### src/rtl/cpu_sequencer.sv
// cpu_sequencer: multi-cycle control FSM for the PC / instruction-memory /
// register-file / ALU datapath. Steps each instruction through FETCH,
// DECODE, EXEC and WB, and gates the PC advance and the register-file
// read/write enables. Supports start/halt/clear control and counts retired
// instructions.
//
// Ports
//   i_clk          system clock, rising edge
//   i_rst_n        asynchronous active-low reset
//   i_start        level; leaves IDLE when high (clear has priority)
//   i_clear        level; leaves HALT to IDLE and clears status
//   i_instr        instruction word from instruction memory
//   i_imem_ready   instruction valid this cycle (sampled in FETCH)
//   o_imem_en      instruction-memory read enable (FETCH)
//   o_pc_en        one-cycle pulse, PC advances by 4 (WB)
//   o_rf_en        register-file read enable (EXEC, WB)
//   o_rf_we        register-file write enable (WB, legal, rd != 0)
//   o_alu_func     00 add, 01 sub, 10 and, 11 or
//   o_busy         high in FETCH/DECODE/EXEC/WB
//   o_halted       high in HALT
//   o_illegal      sticky: an unsupported instruction was decoded
//   o_instr_count  saturating count of retired instructions
module cpu_sequencer #(
    parameter int unsigned CNT_W     = 16,
    parameter int unsigned MAX_INSTR = 0   // 0 = unlimited
) (
    input  logic             i_clk,
    input  logic             i_rst_n,
    input  logic             i_start,
    input  logic             i_clear,
    input  logic [31:0]      i_instr,
    input  logic             i_imem_ready,
    output logic             o_imem_en,
    output logic             o_pc_en,
    output logic             o_rf_en,
    output logic             o_rf_we,
    output logic [1:0]       o_alu_func,
    output logic             o_busy,
    output logic             o_halted,
    output logic             o_illegal,
    output logic [CNT_W-1:0] o_instr_count
);

    typedef enum logic [2:0] {
        StIdle,
        StFetch,
        StDecode,
        StExec,
        StWb,
        StHalt
    } state_e;

    state_e            r_state, w_state_next;
    logic [31:0]       r_ir, w_ir_next;
    logic [1:0]        r_alu_func, w_alu_func_next;
    logic              r_legal, w_legal_next;
    logic              r_illegal, w_illegal_next;
    logic [CNT_W-1:0]  r_count, w_count_next;

    logic [5:0]        w_op;
    logic [5:0]        w_funct;
    logic [4:0]        w_rd;
    logic [CNT_W-1:0]  w_count_inc;
    logic              w_unused_ir;

    assign w_op    = r_ir[31:26];
    assign w_funct = r_ir[5:0];
    assign w_rd    = r_ir[15:11];

    // rs/rt/shamt are consumed by the datapath, not by the sequencer.
    assign w_unused_ir = ^{r_ir[25:16], r_ir[10:6]};

    // Saturate at all-ones rather than wrapping.
    assign w_count_inc = (&r_count) ? r_count : r_count + CNT_W'(1);

    always_ff @(posedge i_clk or negedge i_rst_n) begin
        if (!i_rst_n) begin
            r_state    <= StIdle;
            r_ir       <= '0;
            r_alu_func <= 2'b00;
            r_legal    <= 1'b0;
            r_illegal  <= 1'b0;
            r_count    <= '0;
        end else begin
            r_state    <= w_state_next;
            r_ir       <= w_ir_next;
            r_alu_func <= w_alu_func_next;
            r_legal    <= w_legal_next;
            r_illegal  <= w_illegal_next;
            r_count    <= w_count_next;
        end
    end

    always_comb begin
        w_state_next    = r_state;
        w_ir_next       = r_ir;
        w_alu_func_next = r_alu_func;
        w_legal_next    = r_legal;
        w_illegal_next  = r_illegal;
        w_count_next    = r_count;

        case (r_state)
            StIdle: begin
                if (i_start && !i_clear) begin
                    w_state_next = StFetch;
                end
            end

            StFetch: begin
                if (i_imem_ready) begin
                    w_ir_next    = i_instr;
                    w_state_next = StDecode;
                end
            end

            StDecode: begin
                if (w_op == 6'h3F) begin
                    w_state_next = StHalt;
                end else if (w_op == 6'h00 &&
                             (w_funct == 6'h20 || w_funct == 6'h22 ||
                              w_funct == 6'h24 || w_funct == 6'h25)) begin
                    case (w_funct)
                        6'h22:   w_alu_func_next = 2'b01;
                        6'h24:   w_alu_func_next = 2'b10;
                        6'h25:   w_alu_func_next = 2'b11;
                        default: w_alu_func_next = 2'b00;
                    endcase
                    w_legal_next = 1'b1;
                    w_state_next = StExec;
                end else begin
                    // Unsupported: skip EXEC and retire with writes suppressed.
                    w_legal_next   = 1'b0;
                    w_illegal_next = 1'b1;
                    w_state_next   = StWb;
                end
            end

            StExec: begin
                w_state_next = StWb;
            end

            StWb: begin
                w_count_next = w_count_inc;
                if (MAX_INSTR != 0 && w_count_inc == CNT_W'(MAX_INSTR)) begin
                    w_state_next = StHalt;
                end else begin
                    w_state_next = StFetch;
                end
            end

            StHalt: begin
                if (i_clear) begin
                    w_count_next   = '0;
                    w_illegal_next = 1'b0;
                    w_state_next   = StIdle;
                end
            end

            default: begin
                w_state_next = StIdle;
            end
        endcase
    end

    // Outputs decode registered state only.
    assign o_imem_en     = (r_state == StFetch);
    assign o_pc_en       = (r_state == StWb);
    assign o_rf_en       = (r_state == StExec) || (r_state == StWb);
    assign o_rf_we       = (r_state == StWb) && r_legal && (w_rd != 5'd0);
    assign o_alu_func    = r_alu_func;
    assign o_busy        = (r_state == StFetch) || (r_state == StDecode) ||
                           (r_state == StExec)  || (r_state == StWb);
    assign o_halted      = (r_state == StHalt);
    assign o_illegal     = r_illegal;
    assign o_instr_count = r_count;

endmodule
### config.mk
export PLATFORM = sky130hd
export DESIGN_NAME = cpu_sequencer
export DESIGN_NICKNAME = d
export VERILOG_FILES = /design/src/rtl/cpu_sequencer.sv
export SDC_FILE = /design/constraint.sdc
export NUM_CORES = 1
export LEC_CHECK = 0
export ABC_AREA = 1
export CAP_MARGIN = 10
export CELL_PAD_IN_SITES_DETAIL_PLACEMENT = 0
export CELL_PAD_IN_SITES_GLOBAL_PLACEMENT = 1
export CORE_UTILIZATION = 31
export CTS_CLUSTER_DIAMETER = 30
export CTS_CLUSTER_SIZE = 24
export DETAILED_ROUTE_END_ITERATION = 8
export GPL_TIMING_DRIVEN = 0
export HOLD_SLACK_MARGIN = 0.1
export MAX_ROUTING_LAYER = met4
export PLACE_DENSITY = 0.87
export SLEW_MARGIN = 10
export SYNTH_ARGS = -nofsm -noshare
export SYNTH_HDL_FRONTEND = slang
export SYNTH_SLANG_ARGS = --single-unit
### constraint.sdc
create_clock -name i_clk -period 1.5 [get_ports i_clk]
set_input_delay 0.225 -clock i_clk [delete_from_list [all_inputs] [get_ports i_clk]]
set_output_delay 0.225 -clock i_clk [all_outputs]
set_load 0.02 [all_outputs]
==> impl_metrics.py <==
metrics = {
    "global_routing": {
        "grt.total_usage_pct": 17.7,
        "grt_pass1_vias": 2197,
        "grt_first_pass_wirelength_um": 10100,
        "grt_max_degree": 33,
        "grt.overflow.total": 0,
        "antenna_found_initial": 0,
    },
    "critical_path": {
        "r2r-start": "o_instr_count[4]",
        "crit_path_end_kind": "flop",
        "cp_max_fo": 5,
        "startpoint_type": "flop",
        "worstRegToRegCells": 10,
        "critPathArrivalTime_ns": 1.81,
        "critPathKind": "flop to flop",
        "cp.required_ns": 1.73,
        "crit_start": "o_instr_count[4]",
    },
    "cells_and_area": {
        "area.sequential_um2": 1020,
        "final_cells": 467,
        "layout_common_cells": "nand2_1 (59), buf_4 (29), nor2_1 (28)",
        "multiInputGateArea_um2": 1280,
        "syn_to_final_growth_pct": 60.1,
        "diodes": 0,
        "layout_commonest_cell": "nand2_1",
        "layout-drive-gt1-share_pct": 38.3,
        "final_nets": 409,
        "final_area_um2": 3560,
        "fill_cells": 638,
    },
    "clock_network": {
        "worstSkewPairLatency_ns": 0.30,
        "cts_tree": "done",
        "cts_num_sinks": 40,
        "cts-htree-levels": 2,
        "cts_buffers": 5,
        "clk_pin_slew_ns": 0.08,
        "cts_root_buf": "clkbuf_8",
        "clockBufferDepth": 2,
    },
    "sta": {
        "finalMaxSlewViolations": 0,
        "fin_crit_ns": 1.58,
        "postLayoutSetupSlackWorst_ns": -0.0847,
        "max_freq_mhz": 631,
        "hold_viol_final": 0,
        "fin_hold_ws_ns": 0.325,
        "finalSetupTns_ns": -0.956,
        "skew_ns": 0.00364,
        "maxSlewHeadroom_pct": 81.3,
        "worst_pin_slew_ns": 0.278,
        "setup_viol": 16,
        "timing.final.crit_share_pct": 106,
        "rsz0062_at_grt": "true",
    },
    "yosys": {
        "seq_area_frac_synth_pct": 45.0,
        "syn_nets": 317,
        "synth_area_um2": 2220,
        "ys_types": 25,
        "yosys_warnings": 0,
        "synthCells": 279,
        "yosysTopAreaCellShare_pct": 45.0,
        "synth_top_area_cell": "dfrtp_1",
        "postSynthAreaPerCell_um2": 7.96,
        "ys_ff_latch": 40,
        "synth_area_leaders": "dfrtp_1 (45%), nand2_1 (14%), nor2_1 (6.3%)",
    },
    "route": {
        "dr.pass1.iters": 4,
        "drtAntennaViolNets": 0,
        "drtIter0Drc": 82,
        "drc": 0,
        "top_layer": "met4",
        "met2WireLength_um": 3100,
        "vias": 2201,
        "detail_route.wl_per_cell_um": 13.2,
        "wl_met3_um": 348,
        "vias_per_cell": 4.71,
        "wl_met1_um": 2590,
        "finalWirelength_um": 6180,
    },
    "power": {
        "power_mw": 6.09,
        "power_leakage_nw": 1.73,
        "power_density_nw_per_um2": 1710,
        "peakVddDrop_uv": 1070,
    },
    "die": {
        "pin_count": 62,
        "die_w_um": 86.7,
        "core_area_um2": 6870,
        "die_h_um": 86.7,
        "start_util_pct": 32.3,
        "die-area_um2": 7510,
        "row_count": 30,
    },
    "placement": {
        "globalplace.congestion": 0.795,
        "port_buffers": 46,
        "dpl-instance-area_um2": 2840,
        "place_hpwl_um": 3960,
        "dp_cells": 422,
    },
    "outcome": {
        "status": "complete, but fails checks",
        "violations": "negative setup slack",
    },
    "hold_path": {
        "holdCritPathClass": "input port to async pin",
    },
    "flow_run": {
        "cap_viol_max_count": 0,
    },
}
cells in the mapped netlist, drive strengths merged:
master / count
nand3: 22
o21bai: 3
a211oi: 1
mux2: 13
nor2: 40
dfrtp: 40
a21oi: 5
o31ai: 1
o21a: 1
nor3: 3
inv: 29
buf: 6
o21ai: 16
nand4: 6
ha: 1
nand2: 86
xor2: 6
metal layers:
layer / up-vias / global-route usage [%]
met1: 1029 / 20.7
met5: - / -
met2: 74 / 30.4
li1: 1081 / -
met4: 0 / 5.76
met3: 17 / 3.81
what timing repair did:
action | in CTS | in global routing
hold buffers | 1 | 0
endpoints found under the hold margin | 40 | 0
gates resized for setup | 66 | 74
cloned | 1 | 3
setup buffers | 20 | 13
endpoints found under the setup margin | 50 | 42
pin swaps | 8 | 16
report_power, final:
part           internal [mW]  switching, mW  total [mW]
Clock                  0.655          0.405        1.06
Combinational           1.59           1.64        3.23
Sequential              1.48          0.316        1.80
Total                   3.73           2.36        6.09
per-stage QoR:
stage	setup WS [ns]	util (%)
floorplan	0.00445	-
global placement	-1.03	41.1
detailed placement	-0.387	41.3
CTS	-0.141	46.5
global route	-0.143	51.8
finish	-0.0847	51.8
sequential cells by signal, summed over array words and instances, names as in the netlist:
register	count
r_legal	1
r_ir	17
o_illegal	1
r_state	3
o_instr_count	16
o_alu_func	2
area by class of cell:
cell class                 count  area share [%]
sequential                    40            28.6
timing repair buffer          84            23.0
clock buffer                   5            1.93
tap                           96            3.38
multi-input combinational    205            36.1
inverter                      29            3.20
buffer                         6            2.14
clock inverter                 2            1.69
cells by family (layout without fill, tap and decap cells):
family | count (synthesis) | count (layout) | synth area share, %
simple gates | 157 | 158 | 30.6
flops | 40 | 40 | 45.0
buf+inv | 35 | 126 | 6.93
compound gates | 27 | 27 | 7.94
mux | 13 | 13 | 6.59
xor+xnor | 6 | 6 | 2.36
fa+ha+maj | 1 | 1 | 0.563
worst max-delay path: stages, from the launching register on:
cell and delay (ns):
dfrtp_2 0.46, nand2_2 0.12, nor2_4 0.16, nand2_4 0.08, nor2_4 0.13, nor2_4 0.05
nor2_4 0.14, buf_12 0.14, buf_8 0.12, nand2_2 0.04, o21ai_1 0.06
path summary, 6_finish.rpt:
check	endpoint	slack [ns]
worst max-delay path	o_instr_count[9]	-0.08
worst min-delay path	o_instr_count[13]	0.33
worst max register to register	o_instr_count[9]	-0.08
worst min register to register	o_illegal	0.48
max in group asynchronous	r_state[1]	0.71
min in group i_clk	o_illegal	0.48
Note: power is estimated with default switching activity, not from simulation.
